File: src/rtl/mips_pkg.sv
// Shared MIPS definitions for the HI/LO multiply/divide control logic:
// funct codes, the mult/div sequencer state and the MD_Op encoding.
package mips_pkg;

    localparam logic [5:0] OP_RTYPE = 6'b000000;

    localparam logic [5:0] FN_MFHI  = 6'b010000;
    localparam logic [5:0] FN_MTHI  = 6'b010001;
    localparam logic [5:0] FN_MFLO  = 6'b010010;
    localparam logic [5:0] FN_MTLO  = 6'b010011;
    localparam logic [5:0] FN_MULT  = 6'b011000;
    localparam logic [5:0] FN_MULTU = 6'b011001;
    localparam logic [5:0] FN_DIV   = 6'b011010;
    localparam logic [5:0] FN_DIVU  = 6'b011011;

    localparam int CNT_W = 6;

    // MD_Op is the low two funct bits of the mult/div instruction
    typedef enum logic [1:0] {
        MD_MULT  = 2'b00,
        MD_MULTU = 2'b01,
        MD_DIV   = 2'b10,
        MD_DIVU  = 2'b11
    } md_op_t;

    typedef enum logic [1:0] {
        IDLE = 2'b00,
        BUSY = 2'b01,
        DONE = 2'b10
    } md_state_t;

    // True for the four funct codes that occupy the mult/div unit
    function automatic logic is_muldiv(input logic [5:0] fn);
        return (fn == FN_MULT) || (fn == FN_MULTU) ||
               (fn == FN_DIV)  || (fn == FN_DIVU);
    endfunction

    // True for funct codes that must wait for the mult/div unit to finish
    function automatic logic is_hilo_user(input logic [5:0] fn);
        return (fn == FN_MFHI) || (fn == FN_MTHI) ||
               (fn == FN_MFLO) || (fn == FN_MTLO) || is_muldiv(fn);
    endfunction

endpackage

File: src/rtl/md_cycle_cnt.sv
// Loadable 6-bit down-counter that paces the iterative mult/div datapath.
// Load wins over decrement; the counter never wraps below zero.
module md_cycle_cnt
    import mips_pkg::*;
(
    input  logic             clk,
    input  logic             rst,
    input  logic             load_i,
    input  logic [CNT_W-1:0] load_val_i,
    input  logic             dec_i,
    output logic             zero_o
);

    logic [CNT_W-1:0] count_q;
    logic [CNT_W-1:0] count_d;

    // Next count: reload on start, otherwise step down while requested
    always_comb begin
        count_d = count_q;
        if (load_i) begin
            count_d = load_val_i;
        end else if (dec_i && (count_q != '0)) begin
            count_d = count_q - 1'b1;
        end
    end

    // Count register, cleared by reset
    always_ff @(posedge clk or posedge rst) begin
        if (rst) begin
            count_q <= '0;
        end else begin
            count_q <= count_d;
        end
    end

    assign zero_o = (count_q == '0);

endmodule

File: src/rtl/muldiv_ctrl.sv
// Sequencer for the iterative multiply/divide unit feeding HI/LO.
// Starts the datapath when a mult/div reaches EX, steps it for a fixed
// number of cycles, commits HI/LO, and stalls ID while results are pending.
// Stall outputs are active-low to match the load-use hazard unit.
module muldiv_ctrl
    import mips_pkg::*;
#(
    parameter int MUL_CYCLES = 32,
    parameter int DIV_CYCLES = 32
) (
    input  logic       clk,
    input  logic       rst,
    input  logic [5:0] EX_Opcode,
    input  logic [5:0] EX_Funct,
    input  logic       EX_Valid,
    input  logic       Flush,
    input  logic       DivZero,
    input  logic [5:0] ID_Opcode,
    input  logic [5:0] ID_Funct,
    output logic       MD_Start,
    output logic [1:0] MD_Op,
    output logic       MD_Step,
    output logic       HiLoWrite,
    output logic       Busy,
    output logic       Hazard,
    output logic       PCWrite,
    output logic       IRWrite
);

    // Counter preload is N-1 so that BUSY lasts exactly N cycles
    localparam logic [CNT_W-1:0] MUL_LOAD = CNT_W'(MUL_CYCLES - 1);
    localparam logic [CNT_W-1:0] DIV_LOAD = CNT_W'(DIV_CYCLES - 1);

    md_state_t state_q;
    md_op_t    op_q;
    logic      zflag_q;
    logic      busy_q;
    logic      step_q;
    logic      hilo_q;

    logic      start;
    logic      start_div;
    logic      id_dep;
    logic      stall;
    logic      cnt_load;
    logic      cnt_dec;
    logic      cnt_zero;
    logic [CNT_W-1:0] cnt_load_val;

    assign start = EX_Valid && !Flush && (EX_Opcode == OP_RTYPE) &&
                   is_muldiv(EX_Funct) && (state_q == IDLE);

    // DIV/DIVU are the two codes with funct[1] set
    assign start_div    = EX_Funct[1];
    assign cnt_load     = start && !(start_div && DivZero);
    assign cnt_load_val = start_div ? DIV_LOAD : MUL_LOAD;
    assign cnt_dec      = (state_q == BUSY) && !cnt_zero;

    md_cycle_cnt u_cnt (
        .clk        (clk),
        .rst        (rst),
        .load_i     (cnt_load),
        .load_val_i (cnt_load_val),
        .dec_i      (cnt_dec),
        .zero_o     (cnt_zero)
    );

    // Sequencer FSM with registered step/commit/busy outputs
    always_ff @(posedge clk or posedge rst) begin
        if (rst) begin
            state_q <= IDLE;
            op_q    <= MD_MULT;
            zflag_q <= 1'b0;
            busy_q  <= 1'b0;
            step_q  <= 1'b0;
            hilo_q  <= 1'b0;
        end else begin
            case (state_q)
                IDLE: begin
                    if (start) begin
                        op_q   <= md_op_t'(EX_Funct[1:0]);
                        busy_q <= 1'b1;
                        hilo_q <= 1'b0;
                        if (start_div && DivZero) begin
                            // Divide by zero skips the iterations and HI/LO write
                            state_q <= DONE;
                            zflag_q <= 1'b1;
                            step_q  <= 1'b0;
                        end else begin
                            state_q <= BUSY;
                            zflag_q <= 1'b0;
                            step_q  <= 1'b1;
                        end
                    end
                end
                BUSY: begin
                    if (cnt_zero) begin
                        state_q <= DONE;
                        step_q  <= 1'b0;
                        hilo_q  <= !zflag_q;
                    end
                end
                DONE: begin
                    state_q <= IDLE;
                    busy_q  <= 1'b0;
                    hilo_q  <= 1'b0;
                end
                default: begin
                    state_q <= IDLE;
                    busy_q  <= 1'b0;
                    step_q  <= 1'b0;
                    hilo_q  <= 1'b0;
                end
            endcase
        end
    end

    // ID must wait whenever the unit is occupied or being started this cycle
    assign id_dep = (ID_Opcode == OP_RTYPE) && is_hilo_user(ID_Funct);
    assign stall  = id_dep && (busy_q || start);

    assign MD_Start  = start;
    assign MD_Op     = op_q;
    assign MD_Step   = step_q;
    assign HiLoWrite = hilo_q;
    assign Busy      = busy_q;
    assign Hazard    = !stall;
    assign PCWrite   = !stall;
    assign IRWrite   = !stall;

endmodule
File: config.mk
export PLATFORM = sky130hd
export DESIGN_NAME = muldiv_ctrl
export DESIGN_NICKNAME = d
export VERILOG_FILES = /design/src/rtl/mips_pkg.sv /design/src/rtl/md_cycle_cnt.sv /design/src/rtl/muldiv_ctrl.sv
export SDC_FILE = /design/constraint.sdc
export NUM_CORES = 1
export LEC_CHECK = 0
export CAP_MARGIN = 20
export CORE_MARGIN = 3
export CORE_UTILIZATION = 40
export CTS_CLUSTER_SIZE = 28
export DETAILED_ROUTE_END_ITERATION = 8
export PLACE_DENSITY = 0.82
export REMOVE_ABC_BUFFERS = 1
export SYNTH_ARGS = -nofsm -noshare
export SYNTH_HDL_FRONTEND = slang
export SYNTH_SLANG_ARGS = --single-unit
File: constraint.sdc
create_clock -name clk -period 1.7 [get_ports clk]
set_input_delay 0.34 -clock clk [delete_from_list [all_inputs] [get_ports clk]]
set_output_delay 0.34 -clock clk [all_outputs]
set_load 0.005 [all_outputs]
==> results.yml, run 1 <==
floorplan:
  rows: 15
  ios: 38
  die-height_um: 50.92
  die_w_um: 50.92
  core_area_um2: 1821
  initial_core_util: 0.4433
  die_area_um2: 2592
sta:
  fin_crit_sh: 1.008
  fin_tns_setup_ns: -0.03721
  tightest_slew_ns: 0.5402
  clock.fmax_mhz: 583.8
  setup_viol: 3
  fin_ws_ns: -0.01295
  maxSlewViolCount: 0
  hold_violations: 0
  rsz0062_at_grt: "true"
  fin_skew_ns: 0.002563
  relSlewSlack: 0.6395
  fin_crit_ns: 1.713
grt:
  grt_remaining_overflow: 0
  first_global_vias: 818
  grt_start_max_net_pins: 15
  grt_usage: 0.1904
  grt_pass1_wl_mm: 3.698
  antenna_found_initial: 0
critical_path:
  cp-start-kind: "flip-flop"
  r2r_setup_slack_ns: 0.19
  crit_chain: "nor2_2 > and4_4 > buf_6 > o21ai_4 > buf_2"
  crit_path_max_fanout: 3
  crit_buf_inv: 2
  cpPeakStageDelay_ns: 0.40
  worstPathRequired_ns: 1.36
  critPathCaptureType: "primary output"
  critPathTopFamily: "flip-flops"
  worst-endpoint-arrival_ns: 1.37
  path_class: "flip-flop to primary output"
  crit_slowest_cell: "dfrtp_1"
status:
  status: "finished with violations"
  violations: "negative setup slack"
synth:
  syn_inst: 86
  synth_top_area_share: 0.4341
  synth.most_common_cell: "nand2_1"
  synth_cell_type_count: 32
  synth_edf_count: 0
  synthTopCellsByArea: "dfrtp_1 (43%), nand2_1 (7.4%), nand3_1 (3.7%)"
  synth.avg_cell_area_um2: 9.384
  synthFlopType: "dfrtp_1"
  yosysTopAreaCell: "dfrtp_1"
  yosysWarnings: 0
  synthesis.area_um2: 807.0
  ys_ff_latch: 14
  synth_async_sr_flop_share: 1.000
  synthTopCellsByCount: "nand2_1 (16), dfrtp_1 (14), nand3_1 (6), inv_1 (5)"
  yosysSeqAreaShare: 0.4341
finish:
  layout-drive-gt1-share: 0.2846
  fin_nets: 162
  syn2layout_area_growth_pct: 54.42
  finalInstanceArea_um2: 1246
  diodes: 0
  fin_cells: 155
power:
  switching_share: 0.2444
  irDropWorstVdd_mv: 0.4939
  power_frac_clock: 0.325
  internal_power_mw: 0.5597
  p_leak_nw: 0.5579
  p_comb_frac: 0.177
  power_frac_seq: 0.497
  power_density_nw_per_um2: 594.4
  switching_power_mw: 0.1810
clock_tree:
  cts_tree: "built"
  postCtsHoldBufs: 0
  cts.sinks: 14
  root_buffer: "clkbuf_4"
  clk_pin_slew_ns: 0.08
  htree_num_levels: 1
  cts_buffers: 3
  clk_latency_ns: 0.28
  clock_path_buffers: 2
detailed_routing:
  num_vias: 789
  wl_per_cell_um: 14.28
  first_pass_iters: 4
  avgViaCountPerCell: 5.090
  drtIter0Drc: 6
  drt-total-wl_mm: 2.214
  drc_errors: 0
  antenna_left: 0
placement:
  portBuffers: 34
  dpl.hpwl_mm: 1.667
  gp_congestion: 0.8407
  pre_cts_slack_ns: -0.7440
  placedCellCount: 148
  dpl_cell_area_um2: 1204
flow_run:
  cap_violations: 0
min_path:
  min_path_type: "input port to async pin"
## metrics by stage
step                hold WS (ns)  power (mW)    util
global placement          0.4486      0.5111  0.6612
global route              0.4391      0.7827  0.6845
CTS                       0.4001      0.7485  0.6749
finish                    0.3877      0.7407  0.6845
floorplan                 0.2292      0.4234       -
detailed placement        0.4553      0.5160  0.6612
## power groups by stage
| stage | logic, mW | registers (mW) | clock network [mW] |
|---|---|---|---|
| after global placement | 0.137 | 0.374 | 0 |
| final | 0.131 | 0.368 | 0.241 |
| after floorplan | 0.0502 | 0.373 | 0 |
| after CTS | 0.129 | 0.368 | 0.251 |
| after global routing | 0.147 | 0.372 | 0.264 |
| after detailed placement | 0.142 | 0.374 | 0 |
## state kept, by name (all words and copies together), names as in the netlist
| signal | flops |
|---|---|
| u_cnt.count_q | 6 |
| Busy | 1 |
| zflag_q | 1 |
| HiLoWrite | 1 |
| MD_Op | 2 |
| MD_Step | 1 |
| state_q | 2 |
## path summary, 6_finish.rpt
path,startpoint,end,depth (start not counted)
worst max register to register,state_q[1],u_cnt.count_q[3],5
min in group clk,MD_Op[0],MD_Op[0],2
worst max-delay path,state_q[1],Hazard,5
worst min-delay path,rst,u_cnt.count_q[2],2
worst min register to register,MD_Op[0],MD_Op[0],2
max in group asynchronous,rst,MD_Op[0],2
## area by class of cell
type | instances | area [µm²]
multi-input cells | 63 | 446.7
repair buffers | 44 | 362.8
clock buffers | 4 | 36.28
well taps | 25 | 31.28
flip-flops and latches | 14 | 350.3
inverters | 5 | 18.77
fillers | 165 | 574.3
## kinds of logic after synthesis
logic type	Yosys count	share of synthesized area
AND/OR/NAND/NOR	44	0.3287
flip-flops	14	0.4341
AO/OA/AOI/OAI	13	0.1039
buffers and inverters	9	0.05736
XOR/XNOR	3	0.03256
adder cells (fa/ha/maj)	2	0.03100
multiplexers	1	0.01240
## metal layers
layer / part of all wire / GRT usage / up-vias
met5: 0 / 0 / -
li1: - / - / 386
met1: 0.41 / 0.2149 / 372
met2: 0.49 / 0.3219 / 28
met4: 0.0050 / 0.04036 / 0
met3: 0.097 / 0.09329 / 3
## cell usage in the layout (no fill, tap or decap), types with 2 or more instances in the layout
| cell type | instances |
|---|---|
| dfrtp_1 | 14 |
| o21ai_0 | 2 |
| buf_4 | 8 |
| or3_1 | 2 |
| nor2_1 | 3 |
| buf_2 | 10 |
| a21oi_1 | 4 |
| nand3_1 | 6 |
| clkbuf_4 | 3 |
| xor2_1 | 2 |
| ha_1 | 2 |
| buf_6 | 3 |
| o211ai_1 | 2 |
| clkdlybuf4s15_1 | 5 |
| nand2_1 | 16 |
| inv_1 | 5 |
| dlygate4sd2_1 | 5 |
| clkdlybuf4s50_1 | 12 |
| nor3_1 | 2 |
| nor4_4 | 2 |
| nor2b_1 | 2 |
## repair_timing
action,CTS,global route
setup buffers,3,0
resized for setup,64,6
setup endpoints to repair,4,4
pin swaps,8,2
Note: power is estimated with default switching activity, not from simulation.
==> run 2, diff against run 1 <==
Settings changed: CORE_ASPECT_RATIO set to 0.75, SLEW_MARGIN set to 5.
==> run 2 against run 1 <==
The flow still finishes with violations (negative setup slack). Highest routed layer unchanged. Final area is 0.30% higher. Register-to-register slack is essentially flat. Global-route usage up 0.16 points. Total power fell by 6.4%. Die area rose by 0.22%. Critical path type is now input port to primary output.
==> results.yml, run 2 (synthesized netlist as in run 1, its figures left out) <==
status:
  status: "finished with violations"
  violations: "negative setup slack"
finish:
  syn2layout_area_growth_pct: 54.88
  diodes: 0
  final_cell_mix: "nand2_1 (16), dfrtp_1 (14), clkdlybuf4s50_1 (12), buf_2 (10), buf_4 (10)"
  final_common_cell: "nand2_1"
  utilization: 0.6861
  n_fill_cell: 149
  seq_area_um2: 350.3
  layout-drive-gt1-share: 0.2824
  largest_register: "u_cnt.count_q"
  largest_register_ffs: 6
  fin_nets: 164
  multi_input_comb_area_um2: 446.7
sta:
  fin_crit_ns: 1.715
  setup_viol: 3
  fin_crit_sh: 1.009
  fin_ws_ns: -0.01545
  maxSlewViolCount: 0
  tightest_slew_ns: 0.5305
  fin_skew_ns: 0.002328
  hold_ws_ns: 0.3905
  relSlewSlack: 0.6460
  clock.fmax_mhz: 582.9
  fin_tns_setup_ns: -0.03189
  hold_violations: 0
  rsz0062_at_grt: "true"
floorplan:
  die_w_um: 57.87
  rows: 13
  ios: 38
  initial_core_util: 0.4430
  die_area_um2: 2598
  core_area_um2: 1822
  die-height_um: 44.90
critical_path:
  critPathTopFamily: "buffers and inverters"
  cpPeakStageDelay_ns: 0.46
  crit_path_max_fanout: 3
  cp-start-kind: "input port"
  crit_buf_inv: 2
  critPathCaptureType: "primary output"
  worst-endpoint-arrival_ns: 1.38
  path_class: "input port to primary output"
  crit_slowest_cell: "clkdlybuf4s50_1"
  worstPathRequired_ns: 1.36
  crit_chain: "clkdlybuf4s50_1 > nor4_4 > o21ai_4 > buf_2"
power:
  switching_power_mw: 0.1796
  internal_power_mw: 0.5135
  power.total_mw: 0.6930
  p_leak_nw: 0.5601
  power_density_nw_per_um2: 554.5
  switching_share: 0.2591
  irDropWorstVdd_mv: 0.7964
  power_frac_seq: 0.535
  power_frac_clock: 0.269
  p_comb_frac: 0.196
min_path:
  min_path_type: "input port to async pin"
detailed_routing:
  wl_per_cell_um: 15.50
  drtIter0Drc: 37
  drt-total-wl_mm: 2.372
  first_pass_iters: 4
  drc_errors: 0
  antenna_left: 0
  avgViaCountPerCell: 5.333
  num_vias: 816
clock_tree:
  postCtsHoldBufs: 0
  cts_buffers: 3
  clk_pin_slew_ns: 0.08
  clock_path_buffers: 2
  htree_num_levels: 1
  root_buffer: "clkbuf_4"
  cts_tree: "built"
  cts.sinks: 14
  clk_latency_ns: 0.28
placement:
  portBuffers: 34
  dpl.hpwl_mm: 1.760
  gp_congestion: 0.8112
grt:
  antenna_found_initial: 0
  grt_start_max_net_pins: 15
  grt_usage: 0.1920
  first_global_vias: 790
  grt_remaining_overflow: 0
  grt_pass1_wl_mm: 3.601
flow_run:
  cap_violations: 0
==> run 2: cell types whose count changed in the layout (fill, tap and decap cells not counted) <==
cell / previous run / this run
clkdlybuf4s15_1: 5 / 7
clkbuf_2: 1 / 0
buf_4: 8 / 10
dlygate4sd2_1: 5 / 4
clkbuf_8: 1 / 0
==> run 2: stage by stage <==
step                      area, µm²  cells  setup slack, ns
after floorplan               779.5     82           0.1440
after global placement         1192    144          -0.7112
after detailed placement       1192    144          -0.7884
after CTS                      1256    153         0.001253
after global routing           1250    153         -0.06033
final                          1250    153         -0.01545
==> run 2: power by group through the flow <==
stage | sequential [mW] | combinational, mW | clock [mW]
2_1_floorplan | 0.373 | 0.0502 | 0
3_3_place_gp | 0.375 | 0.137 | 0
3_5_place_dp | 0.376 | 0.141 | 0
4_1_cts | 0.369 | 0.135 | 0.187
5_1_grt | 0.372 | 0.145 | 0.207
6_report | 0.371 | 0.136 | 0.187
==> run 2: area by class of cell <==
type | instances | area share
Clock buffer | 3 | 0.01802
Timing Repair Buffer | 46 | 0.3073
Multi-Input combinational cell | 63 | 0.3574
Sequential cell | 14 | 0.2803
Tap cell | 22 | 0.02202
Inverter | 5 | 0.01502
==> run 2: path summary, 6_finish.rpt <==
path | cells past startpoint | end | slack (ns) | startpoint
max | 4 | PCWrite | -0.02 | ID_Opcode[0]
min reg2reg | 2 | MD_Op[0] | 0.49 | MD_Op[0]
max in group asynchronous | 2 | u_cnt.count_q[4] | 0.96 | rst
min in group clk | 2 | MD_Op[0] | 0.49 | MD_Op[0]
max reg2reg | 5 | u_cnt.count_q[3] | 0.20 | state_q[1]
min | 2 | Busy | 0.39 | rst
==> run 2: metal layers <==
layer	vias to the layer above	wire (µm)	global-route usage
met1	380	982	0.2374
met5	-	0	0
met4	0	50	0.03704
met3	6	142	0.06286
met2	34	1197	0.3333
li1	396	-	-
==> run 2: what timing repair did <==
action / in CTS / in global routing
buffers inserted: 6 / 0
endpoints found under the setup margin: 4 / 4
pin swaps: 9 / 4
resized for setup: 71 / 1
